`config.mk`:
```
export PLATFORM = sky130hd
export DESIGN_NAME = hv_sw_receiver
export DESIGN_NICKNAME = d
export VERILOG_FILES = /design/src/rtl/hv_sw_pkg.sv /design/src/rtl/sync_edge_det.sv /design/src/rtl/hv_sw_receiver.sv
export SDC_FILE = /design/constraint.sdc
export NUM_CORES = 1
export LEC_CHECK = 0
export BUFFER_PORTS_ARGS = -buffer_cell sky130_fd_sc_hd__buf_4
export CORE_UTILIZATION = 50
export CTS_CLUSTER_DIAMETER = 50
export DETAILED_ROUTE_END_ITERATION = 7
export PLACE_DENSITY = 0.74
export SLEW_MARGIN = 20
export SYNTH_ARGS = -nofsm -noshare
export SYNTH_HDL_FRONTEND = slang
export SYNTH_SLANG_ARGS = --single-unit
```
`constraint.sdc`:
```
create_clock -name clk_in -period 1.8 [get_ports clk_in]
set_clock_uncertainty 0.2 [all_clocks]
set_input_delay 0 -clock clk_in [delete_from_list [all_inputs] [get_ports clk_in]]
set_output_delay 0 -clock clk_in [all_outputs]
set_load 0.02 [all_outputs]
```
`src/rtl/hv_sw_pkg.sv`:
```
`default_nettype none
// ============================================================================
// Module      : hv_sw_pkg
// Description : Shared constants and FSM state type for the HV switch
//               serial receiver.
// Revision    : 1.0 - initial release
// ============================================================================
package hv_sw_pkg;

    // Default number of HV switch channels (shift register length)
    localparam int c_SW_WIDTH_DEF = 16;

    // Received-bit counter width; saturates at all-ones
    localparam int                     c_BIT_CNT_W   = 6;
    localparam logic [c_BIT_CNT_W-1:0] c_BIT_CNT_MAX = '1;

    // Serial input channel indices into the synchronizer bank
    localparam int c_NUM_IN  = 4;
    localparam int c_IDX_CLR = 0;
    localparam int c_IDX_LE  = 1;
    localparam int c_IDX_CLK = 2;
    localparam int c_IDX_DIN = 3;

    // Receiver control states
    typedef enum logic [1:0] {
        ST_IDLE  = 2'd0,
        ST_SHIFT = 2'd1,
        ST_LATCH = 2'd2
    } hv_sw_state_e;

endpackage
`default_nettype wire

```
`src/rtl/sync_edge_det.sv`:
```
`default_nettype none
// ============================================================================
// Module      : sync_edge_det
// Description : Two-flop synchronizer for one asynchronous input, plus a
//               history flop producing a one-cycle rising-edge pulse.
// Revision    : 1.0 - initial release
// ============================================================================
module sync_edge_det (
    input  logic clk,
    input  logic rst,
    input  logic i_async,
    output logic o_level,
    output logic o_rise
);

    logic r_meta;
    logic r_sync;
    logic r_hist;

    // Resynchronize the input and keep one cycle of history for edge detection
    always_ff @(posedge clk or posedge rst) begin
        if (rst) begin
            r_meta <= 1'b0;
            r_sync <= 1'b0;
            r_hist <= 1'b0;
        end else begin
            r_meta <= i_async;
            r_sync <= r_meta;
            r_hist <= r_sync;
        end
    end

    // History resets low, so an input already high after reset yields one edge
    assign o_level = r_sync;
    assign o_rise  = r_sync & ~r_hist;

endmodule
`default_nettype wire

```
`src/rtl/hv_sw_receiver.sv`:
```
`default_nettype none
// ============================================================================
// Module      : hv_sw_receiver
// Description : Receives the HV switch serial stream (CLK/DIN/LE/CLR),
//               shifts it into a register and latches it onto sw_state on
//               each latch-enable edge, with frame counting and bit-count
//               error detection.
// Revision    : 1.0 - initial release
// ============================================================================
module hv_sw_receiver
    import hv_sw_pkg::*;
#(
    parameter int SW_WIDTH = c_SW_WIDTH_DEF,
    parameter int FCNT_W   = 8
) (
    input  logic                clk_in,
    input  logic                reset,
    input  logic                hv_sw_clr,
    input  logic                hv_sw_le,
    input  logic                hv_sw_clk,
    input  logic                hv_sw_din,
    output logic [SW_WIDTH-1:0] sw_state,
    output logic                sw_valid,
    output logic                bit_cnt_err,
    output logic [FCNT_W-1:0]   frame_cnt,
    output logic                busy
);

    logic [c_NUM_IN-1:0]    w_async;
    logic [c_NUM_IN-1:0]    w_level;
    logic [c_NUM_IN-1:0]    w_rise;
    logic                   w_clr;
    logic                   w_din;
    logic                   w_clk_rise;
    logic                   w_le_rise;
    logic                   w_le_take;
    logic                   w_unused;

    hv_sw_state_e           r_state;
    hv_sw_state_e           w_state_nxt;
    logic [SW_WIDTH-1:0]    r_shift;
    logic [c_BIT_CNT_W-1:0] r_bit_cnt;
    logic [SW_WIDTH-1:0]    r_sw_state;
    logic                   r_sw_valid;
    logic                   r_err;
    logic [FCNT_W-1:0]      r_frame_cnt;

    assign w_async[c_IDX_CLR] = hv_sw_clr;
    assign w_async[c_IDX_LE]  = hv_sw_le;
    assign w_async[c_IDX_CLK] = hv_sw_clk;
    assign w_async[c_IDX_DIN] = hv_sw_din;

    generate
        for (genvar gi = 0; gi < c_NUM_IN; gi++) begin : g_sync
            sync_edge_det u_sync (
                .clk     (clk_in),
                .rst     (reset),
                .i_async (w_async[gi]),
                .o_level (w_level[gi]),
                .o_rise  (w_rise[gi])
            );
        end
    endgenerate

    assign w_clr      = w_level[c_IDX_CLR];
    assign w_din      = w_level[c_IDX_DIN];
    assign w_clk_rise = w_rise[c_IDX_CLK];
    assign w_le_rise  = w_rise[c_IDX_LE];
    // A latch request is ignored entirely while the outputs are held clear
    assign w_le_take  = w_le_rise & ~w_clr;

    // Level of CLK/LE and edges of CLR/DIN are not needed
    assign w_unused = ^{w_level[c_IDX_CLK], w_level[c_IDX_LE],
                        w_rise[c_IDX_CLR], w_rise[c_IDX_DIN]};

    // Control state register
    always_ff @(posedge clk_in or posedge reset) begin
        if (reset) begin
            r_state <= ST_IDLE;
        end else begin
            r_state <= w_state_nxt;
        end
    end

    // Next-state logic; leaving LATCH goes to SHIFT if a bit arrived with or after the latch
    always_comb begin
        w_state_nxt = r_state;
        case (r_state)
            ST_IDLE: begin
                if (w_le_take) begin
                    w_state_nxt = ST_LATCH;
                end else if (w_clk_rise) begin
                    w_state_nxt = ST_SHIFT;
                end
            end
            ST_SHIFT: begin
                if (w_le_take) begin
                    w_state_nxt = ST_LATCH;
                end
            end
            ST_LATCH: begin
                if (w_le_take) begin
                    w_state_nxt = ST_LATCH;
                end else if (w_clk_rise || (r_bit_cnt != '0)) begin
                    w_state_nxt = ST_SHIFT;
                end else begin
                    w_state_nxt = ST_IDLE;
                end
            end
            default: w_state_nxt = ST_IDLE;
        endcase
    end

    // Serial shift register and saturating bit counter; a coincident latch restarts the count
    always_ff @(posedge clk_in or posedge reset) begin
        if (reset) begin
            r_shift   <= '0;
            r_bit_cnt <= '0;
        end else begin
            if (w_clk_rise) begin
                r_shift <= {r_shift[SW_WIDTH-2:0], w_din};
            end
            if (w_le_take) begin
                r_bit_cnt <= w_clk_rise ? c_BIT_CNT_W'(1) : '0;
            end else if (w_clk_rise && (r_bit_cnt != c_BIT_CNT_MAX)) begin
                r_bit_cnt <= r_bit_cnt + 1'b1;
            end
        end
    end

    // Output latch, valid pulse, frame counter and sticky bit-count error
    always_ff @(posedge clk_in or posedge reset) begin
        if (reset) begin
            r_sw_state  <= '0;
            r_sw_valid  <= 1'b0;
            r_err       <= 1'b0;
            r_frame_cnt <= '0;
        end else begin
            r_sw_valid <= (w_state_nxt == ST_LATCH);
            if (w_clr) begin
                r_sw_state <= '0;
            end else if (w_le_take) begin
                r_sw_state <= r_shift;
            end
            if (w_le_take) begin
                r_frame_cnt <= r_frame_cnt + 1'b1;
                if (r_bit_cnt != c_BIT_CNT_W'(SW_WIDTH)) begin
                    r_err <= 1'b1;
                end
            end
        end
    end

    assign sw_state    = r_sw_state;
    assign sw_valid    = r_sw_valid;
    assign bit_cnt_err = r_err;
    assign frame_cnt   = r_frame_cnt;
    assign busy        = (r_state == ST_SHIFT);

endmodule
`default_nettype wire

```
Word-level counts from Yosys, hierarchy flattened
Cells that the tools add are included.
Operators by class
  reductions and logical operators: 7
  mux-type cells: 11
  add/sub/neg operators: 2
  bitwise operators: 6
  equality and inequality tests: 5
Operators with widths (count)
  two-way mux 16 bit: 2
  two-way mux 6 bit: 2
  adder 8 x 1 -> 8 bit, second input constant: 1
  two-way mux 2 bit: 4
  adder 6 x 1 -> 6 bit, second input constant: 1
  inequality test 6 x 5 -> 1 bit, second input constant: 1
  inequality test 6 bit, second input constant: 1
  one-hot mux 2 bit (3 select lines): 1
  nonzero test 6 bit: 1
  equality test 2 bit, second input constant: 2
  nonzero test 2 bit: 2
  bitwise AND 1 bit: 3
  inverter 1 bit: 3
  equality test 2 x 1 -> 1 bit, second input constant: 1
  logical NOT 2 bit: 1
  two-way mux 1 bit: 2
  AND reduction 2 bit: 1
  logical AND 1 bit: 1
  logical OR 1 bit: 1
Storage, ports and cells
  output and inout port bits: 27
  register bits: 60
  word-level logic and storage cells: 48
  bits of input ports: 6

Logic depth before layout (Yosys ltp)
Gate-level depths: netlist of run 1.
  depth in word-level cells: 7
  mapped depth: 5
  depth with buffers taken out: 5

By module
A second synthesis of run 1 with hierarchy kept.
Second synthesis, totals
  cells, all modules: 186
  area total of the unflattened synthesis: 2459.9 um^2
Modules (own cells, without submodules)
  hv_sw_receiver: cells an instance 166, instances 1, sequential area each 1251.2 um^2, area an instance 2089.5 um^2
  sync_edge_det: cells an instance 5, instances 4, sequential area each 75.1 um^2, area an instance 92.6 um^2

Least setup slack after synthesis of run 1
OpenSTA, ideal clock, no wires.
  kind: register to register
  from: register r_bit_cnt[0]
  to: register r_state[0]
  setup time: 0.133 ns
  arrival time: 1.224 ns
  stages on the path, launching flop included: 6
  clock period less this slack: 1.557 ns
  path slack: 0.243 ns
  buffers on the path: 0
  data required time: 1.467 ns
  path through: dfrtp_1 > inv_1 > ha_1 > or4b_1 > o21ai_0 > a221oi_1
Between the ends
  word-level cells in the longest chain between the ends: 5
Ends and longest elaborated chain
  start: declaration: RTL line hv_sw_receiver.sv:42  | logic [c_BIT_CNT_W-1:0] r_bit_cnt;
  start signal: assignment: RTL line hv_sw_receiver.sv:124  | r_bit_cnt <= w_clk_rise ? c_BIT_CNT_W'(1) : '0;
  start signal: assignment: RTL line hv_sw_receiver.sv:126  | r_bit_cnt <= r_bit_cnt + 1'b1;
  nonzero test 6 bit: RTL line hv_sw_receiver.sv:104  | end else if (w_clk_rise || (r_bit_cnt != '0)) begin
  logical OR 1 bit: RTL line hv_sw_receiver.sv:104
  two-way mux 1 bit: RTL line hv_sw_receiver.sv:104
  two-way mux 2 bit: RTL line hv_sw_receiver.sv:102  | if (w_le_take) begin
  one-hot mux 2 bit (3 select lines): RTL line hv_sw_receiver.sv:88  | case (r_state)
  named net w_state_nxt[0]: RTL line hv_sw_receiver.sv:40  | hv_sw_state_e w_state_nxt;
  end signal: assignment: RTL line hv_sw_receiver.sv:81  | r_state <= w_state_nxt;
  end: declaration: RTL line hv_sw_receiver.sv:39  | hv_sw_state_e r_state;
The timed path passes the listed nets, and every way through them passes these cells.
A chain may end at the register's enable or synchronous reset.

Final worst setup path of run 1
Same ends and word-level chain as after synthesis.

==> flow_metrics.py, run 1 <==
metrics = {
    "yosys": {
        "syn_area_mm2": 0.00230,
        "synth_fa_ha_area_share_pct": 1.63,
        "synth_top_family_by_area": "simple AND/OR/NAND/NOR gates",
        "syn-num-nets": 206,
        "synth-seq-cells": 60,
        "synth_xor_area_share_pct": 2.66,
        "ys_types": 33,
        "muxShareOfSynthArea_pct": 0.434,
        "yosys_warnings": 0,
        "synth_compound_area_share_pct": 10.8,
        "syn_inst": 197,
        "avgSynthCellArea_um2": 11.7,
        "seq_area_frac_synth_pct": 65.1,
        "synth-simple-area-share_pct": 16.4,
    },
    "sta": {
        "finalHoldViolations": 0,
        "setup_violations": 0,
        "rsz0062_at_grt": "no",
        "period_minus_slack_ns": 1.69,
        "drv_slew": 0,
        "fmax_mhz": 591,
        "max-slew-margin-rel_pct": 51.5,
        "finalCritPeriodShare_pct": 93.9,
        "tightest_slew_ns": 0.728,
        "tns_ns": 0,
    },
    "finish": {
        "area_delta_synth_final_pct": 25.7,
        "seq_area_mm2": 0.00150,
        "num-fill-cells": 345,
        "final_layout_size_suffix_gt1_share_pct": 22.6,
        "final_nets": 253,
        "utilization_pct": 66.1,
        "multi_input_area_um2": 737,
        "antennaDiodeCount": 0,
    },
    "detailed_routing": {
        "drt_iter0_drc": 115,
        "wl_mm": 4.10,
        "antenna_left": 0,
        "via_count": 1593,
        "firstDrtPassIters": 4,
        "post_drt_wl_per_cell_um": 13.7,
        "route.detailed.drc": 0,
        "avgViaCountPerCell": 5.31,
    },
    "global_route": {
        "grt_max_degree": 46,
        "antenna_found_initial": 0,
        "grt_use_total_pct": 19.3,
        "grt_pass1_vias": 1596,
        "globalRoute.totalOverflow": 0,
        "grt_pass1_wl_mm": 7.10,
    },
    "power": {
        "power_per_cell_area_mw_per_mm2": 1210,
        "irDropWorstVdd_uv": 543,
        "p_leak_nw": 1.46,
    },
    "clock_tree": {
        "cts_tree": "built",
        "cts_buffer_depth": 2,
        "cts_buffers": 9,
        "root_buffer": "clkbuf_8",
        "cts_setup_buffers": 0,
        "h-tree-depth": 3,
        "clk_pin_slew_ns": 0.07,
        "clkLatencyLatePin_ns": 0.34,
        "clock_sink_count": 60,
    },
    "die": {
        "ios": 33,
        "die_h_um": 69.9,
        "core_area_mm2": 0.00438,
        "die-area_mm2": 0.00488,
        "dieWidth_um": 69.9,
        "start_util_pct": 52.6,
        "row_count": 24,
    },
    "critical_path": {
        "ff2ff_setup_slack_ns": 0.11,
        "reg2reg_depth": 5,
        "rr_endpoint": "r_state[0]",
        "end_kind": "register",
        "arrival_ns": 1.68,
        "r2r-start": "r_bit_cnt[0]",
        "worst-setup-path-type": "reg -> reg",
        "cp.required_ns": 1.79,
        "critical_path.max_fanout": 5,
        "startpoint_type": "register",
    },
    "placement": {
        "io_buffers": 32,
        "globalplace.congestion": 0.845,
        "post-dp-hpwl_mm": 2.75,
    },
    "min_path": {
        "min_to": "g_sync[2].u_sync.r_meta",
        "worstHoldStart": "hv_sw_clk",
        "hold_class": "in -> reg",
        "holdPathStages": 2,
    },
    "run_status": {
        "outcome": "complete, no violations",
    },
    "run": {
        "cap_viol_max_count": 0,
    },
}
## synth_stat cells
| cell | n | area share, % |
|---|---|---|
| buf_6 | 1 | 0.49 |
| and3_1 | 2 | 0.54 |
| nor3b_4 | 1 | 0.81 |
| nand2b_1 | 2 | 0.54 |
| and3b_1 | 1 | 0.38 |
| a311oi_1 | 2 | 0.76 |
| and2_1 | 1 | 0.27 |
| o2111a_1 | 1 | 0.49 |
| a31oi_1 | 2 | 0.54 |
| ha_1 | 3 | 1.6 |
| nand4_1 | 2 | 0.54 |
| nor2_1 | 2 | 0.33 |
| a221oi_1 | 1 | 0.38 |
| a22o_1 | 16 | 6.1 |
| or3b_1 | 1 | 0.38 |
| xnor2_1 | 7 | 2.7 |
| a21oi_1 | 4 | 0.87 |
| clkbuf_1 | 2 | 0.33 |
| nor2b_1 | 2 | 0.54 |
| nor3_1 | 2 | 0.43 |
| nand2_1 | 55 | 9.0 |
| a311o_1 | 1 | 0.43 |
| nor4b_1 | 1 | 0.38 |
| o21ai_0 | 4 | 0.87 |
| inv_1 | 6 | 0.98 |
| mux2i_1 | 1 | 0.43 |
| or4b_1 | 1 | 0.43 |
| and4b_1 | 1 | 0.43 |
| dfrtp_1 | 60 | 65 |
| buf_2 | 5 | 1.1 |
| and4_1 | 1 | 0.38 |
| nand3_1 | 5 | 1.1 |
| a21oi_2 | 1 | 0.38 |
## worst max-delay path: stages (launching register included)
cell	delay (ns)
dfrtp_1	0.42
inv_1	0.08
ha_1	0.13
or4b_1	0.44
o21ai_0	0.18
a221oi_1	0.10
## cells in the final DEF (no fill, tap or decap), types with 3 or more instances in the layout
master,count
buf_4,37
a22o_1,16
dlygate4sd3_1,6
dfrtp_1,60
nand3_1,5
ha_1,3
clkbuf_8,9
inv_1,5
xnor2_1,7
nand2_1,55
o21ai_0,4
a21oi_1,4
## how the worst max path moves through the flow
stage | startpoint | to | cells past startpoint
after global routing | r_bit_cnt[0] | r_state[0] | 5
final | r_bit_cnt[0] | r_state[0] | 5
after CTS | r_bit_cnt[0] | r_state[0] | 5
after floorplan | reset | bit_cnt_err | 1
after detailed placement | r_bit_cnt[0] | r_state[0] | 5
after global placement | r_bit_cnt[0] | r_state[0] | 5
## per-stage QoR
step | cells | power (mW) | area [µm²] | hold slack (ns) | worst slack [ns]
3_5_place_dp | 279 | 2.24 | 2620 | -0.199 | 0.113
2_1_floorplan | 197 | 2.02 | 2300 | -0.169 | 0.115
3_3_place_gp | 279 | 2.21 | 2620 | -0.202 | 0.192
4_1_cts | 300 | 3.55 | 2900 | 0.0936 | 0.108
6_report | 300 | 3.51 | 2900 | 0.107 | 0.109
5_1_grt | 300 | 3.69 | 2900 | 0.0944 | 0.0314
## flip-flops by register name, indices dropped and copies added, names as in the netlist
| register | cells |
|---|---|
| g_sync.u_sync.r_hist | 2 |
| g_sync.u_sync.o_level | 4 |
| frame_cnt | 8 |
| r_shift | 16 |
| sw_valid | 1 |
| r_bit_cnt | 6 |
| bit_cnt_err | 1 |
| sw_state | 16 |
| r_state | 2 |
| g_sync.u_sync.r_meta | 4 |
## final cells by class
cell class                 instances  share of cell area, %
tap                               52                   2.25
clock inverter                     6                   3.11
multi-input combinational        123                   25.4
sequential                        60                   51.8
inverter                           6                  0.777
timing repair buffer              44                   12.3
clock buffer                       9                   4.27
## metal layers
metal,track usage [%],wire (µm),vias to the layer above
met5,0,0,-
met2,30.3,1960,30
met1,23.3,1890,787
met3,4.76,118,11
li1,-,-,765
met4,13.6,120,0
## cell families after synthesis
family	after synthesis
XOR/XNOR	7
AND/OR/NAND/NOR	80
adder cells (fa/ha/maj)	3
multiplexers	1
AO/OA/AOI/OAI	32
buffers and inverters	14
flip-flops	60
## repair_timing
item | CTS | global route
hold buffers | 6 | 0
endpoints found under the hold margin | 64 | 0
resized for setup | 0 | 0
## power by group
part | switching (mW) | internal [mW]
sequential | 0.169 | 1.52
combinational | 0.285 | 0.243
clock | 0.516 | 0.772
total | 0.970 | 2.54
Note: power is estimated with default switching activity, not from simulation.
==> inputs of run 2 (changes only) <==
CORE_MARGIN = 3   (was unset)
==> run 2 against run 1 <==
  * Non-clock buffer count decreased by 1
  * Sequential share of layout area is 0.82 points higher
  * Combinational power barely moved
  * Critical endpoint unchanged
  * Largest power group unchanged
  * Highest routed layer unchanged
==> flow_metrics.py, run 2 (synthesis results as in run 1) <==
metrics = {
    "detailed_routing": {
        "via_count": 1577,
        "route.detailed.drc": 0,
        "avgViaCountPerCell": 5.26,
        "wl_mm": 4.07,
        "firstDrtPassIters": 4,
        "drt_iter0_drc": 100,
        "antenna_left": 0,
        "post_drt_wl_per_cell_um": 13.6,
    },
    "global_route": {
        "grt_max_degree": 50,
        "grt.busiest_layer": "met2",
        "globalRoute.totalOverflow": 0,
        "gr-usage-met2_pct": 25.1,
        "grt_pass1_vias": 1550,
        "use_met3_pct": 6.98,
        "grt_use_total_pct": 16.6,
        "antenna_found_initial": 0,
        "grt_pass1_wl_mm": 6.66,
        "met1_usage_pct": 20.7,
    },
    "critical_path": {
        "cpPeakStageDelay_ns": 0.44,
        "cp_slowest_cell": "or4b_1",
        "worst-setup-path-type": "reg -> reg",
        "reg2reg_depth": 5,
        "cp.depth": 5,
        "cp.required_ns": 1.81,
        "arrival_ns": 1.66,
        "crit_family": "simple AND/OR/NAND/NOR gates",
        "crit_chain": "inv_1 > ha_1 > or4b_1 > o21ai_0 > a221oi_1",
        "critical_path.max_fanout": 5,
        "end_kind": "register",
        "startpoint_type": "register",
        "crit_buf_inv": 1,
    },
    "clock_tree": {
        "h-tree-depth": 3,
        "cts_tree": "built",
        "clock_sink_count": 60,
        "cts_buffer_depth": 2,
        "clkLatencyLatePin_ns": 0.34,
        "ctsResizeCount": 0,
        "root_buffer": "clkbuf_8",
        "clk_pin_slew_ns": 0.07,
        "cts_buffers": 9,
    },
    "placement": {
        "globalplace.congestion": 0.890,
        "io_buffers": 32,
        "placed_area_mm2": 0.00262,
        "post-dp-hpwl_mm": 2.68,
    },
    "min_path": {
        "holdPathStages": 2,
        "hold_class": "in -> reg",
    },
    "power": {
        "power_per_cell_area_mw_per_mm2": 1150,
        "p_leak_nw": 1.43,
        "irDropWorstVdd_uv": 711,
    },
    "finish": {
        "utilization_pct": 64.6,
        "area_delta_synth_final_pct": 23.8,
        "final_nets": 252,
        "layout_commonest_cell": "dfrtp_1",
        "antennaDiodeCount": 0,
        "mostFrequentLayoutCells": "60 x dfrtp_1, 55 x nand2_1, 36 x buf_4",
        "final_layout_size_suffix_gt1_share_pct": 22.6,
        "design_area_mm2": 0.00285,
    },
    "sta": {
        "tightest_slew_ns": 0.757,
        "drv_slew": 0,
        "setup_violations": 0,
        "rsz0062_at_grt": "no",
        "finalHoldViolations": 0,
        "finalCritPeriodShare_pct": 91.9,
        "tns_ns": 0,
        "period_minus_slack_ns": 1.65,
        "fmax_mhz": 605,
        "max-slew-margin-rel_pct": 49.5,
    },
    "die": {
        "start_util_pct": 52.2,
        "die_h_um": 73.9,
        "row_count": 24,
        "dieWidth_um": 73.9,
        "die-area_mm2": 0.00546,
        "core_area_mm2": 0.00441,
        "ios": 33,
    },
    "run": {
        "cap_viol_max_count": 0,
    },
    "run_status": {
        "outcome": "complete, no violations",
    },
}
==> run 2: cell count changes in the layout (fill, tap and decap cells not counted) <==
| cell | delta |
|---|---|
| buf_4 | -1 |
| clkinv_4 | -1 |
| inv_6 | +1 |
| bufinv_16 | -2 |
| clkinvlp_4 | +3 |
==> run 2: timing repair <==
| action | 4_1_cts | 5_1_grt |
|---|---|---|
| buffers inserted | 0 | 0 |
| hold buffers | 6 | 0 |
| endpoints found under the hold margin | 64 | 0 |
==> run 2: layout make-up <==
type	instances	area, µm²
Multi-Input combinational cell	123	737
Sequential cell	60	1500
Timing Repair Buffer	43	350
Inverter	6	22.5
Tap cell	52	65.1
Fill cell	353	1560
Clock buffer	9	124
Clock inverter	7	52.6
==> run 2: stage by stage <==
stage	setup WS (ns)	hold slack, ns	power [mW]	std cells
2_1_floorplan	0.115	-0.169	2.02	197
3_3_place_gp	0.199	-0.240	2.22	278
3_5_place_dp	0.143	-0.241	2.24	278
4_1_cts	0.139	0.0965	3.31	300
5_1_grt	0.00361	0.0993	3.45	300
6_report	0.146	0.115	3.27	300
==> run 2: per-layer routing <==
metal  routed length, µm  vias to the layer above
met4                  57                        0
li1                    -                      769
met5                   0                        -
met3                 219                        7
met1                1870                      764
met2                1920                       37
==> run 2: where the power goes <==
| group | leakage, nW | switching (mW) | internal, mW |
|---|---|---|---|
| clock | 0.0779 | 0.548 | 0.502 |
| combinational | 0.568 | 0.288 | 0.243 |
| sequential | 0.786 | 0.169 | 1.52 |
| total | 1.43 | 1.00 | 2.26 |
==> run 2: worst paths after layout <==
check                                   startpoint                        to  slack, ns
min in group asynchronous                    reset   g_sync[1].u_sync.r_meta       0.54
min                                      hv_sw_clk   g_sync[2].u_sync.r_meta       0.12
max reg2reg                           r_bit_cnt[0]                r_state[0]       0.15
min reg2reg                g_sync[0].u_sync.r_meta  g_sync[0].u_sync.o_level       0.15
max                                   r_bit_cnt[0]                r_state[0]       0.15
max in group asynchronous                    reset              sw_state[12]       0.34
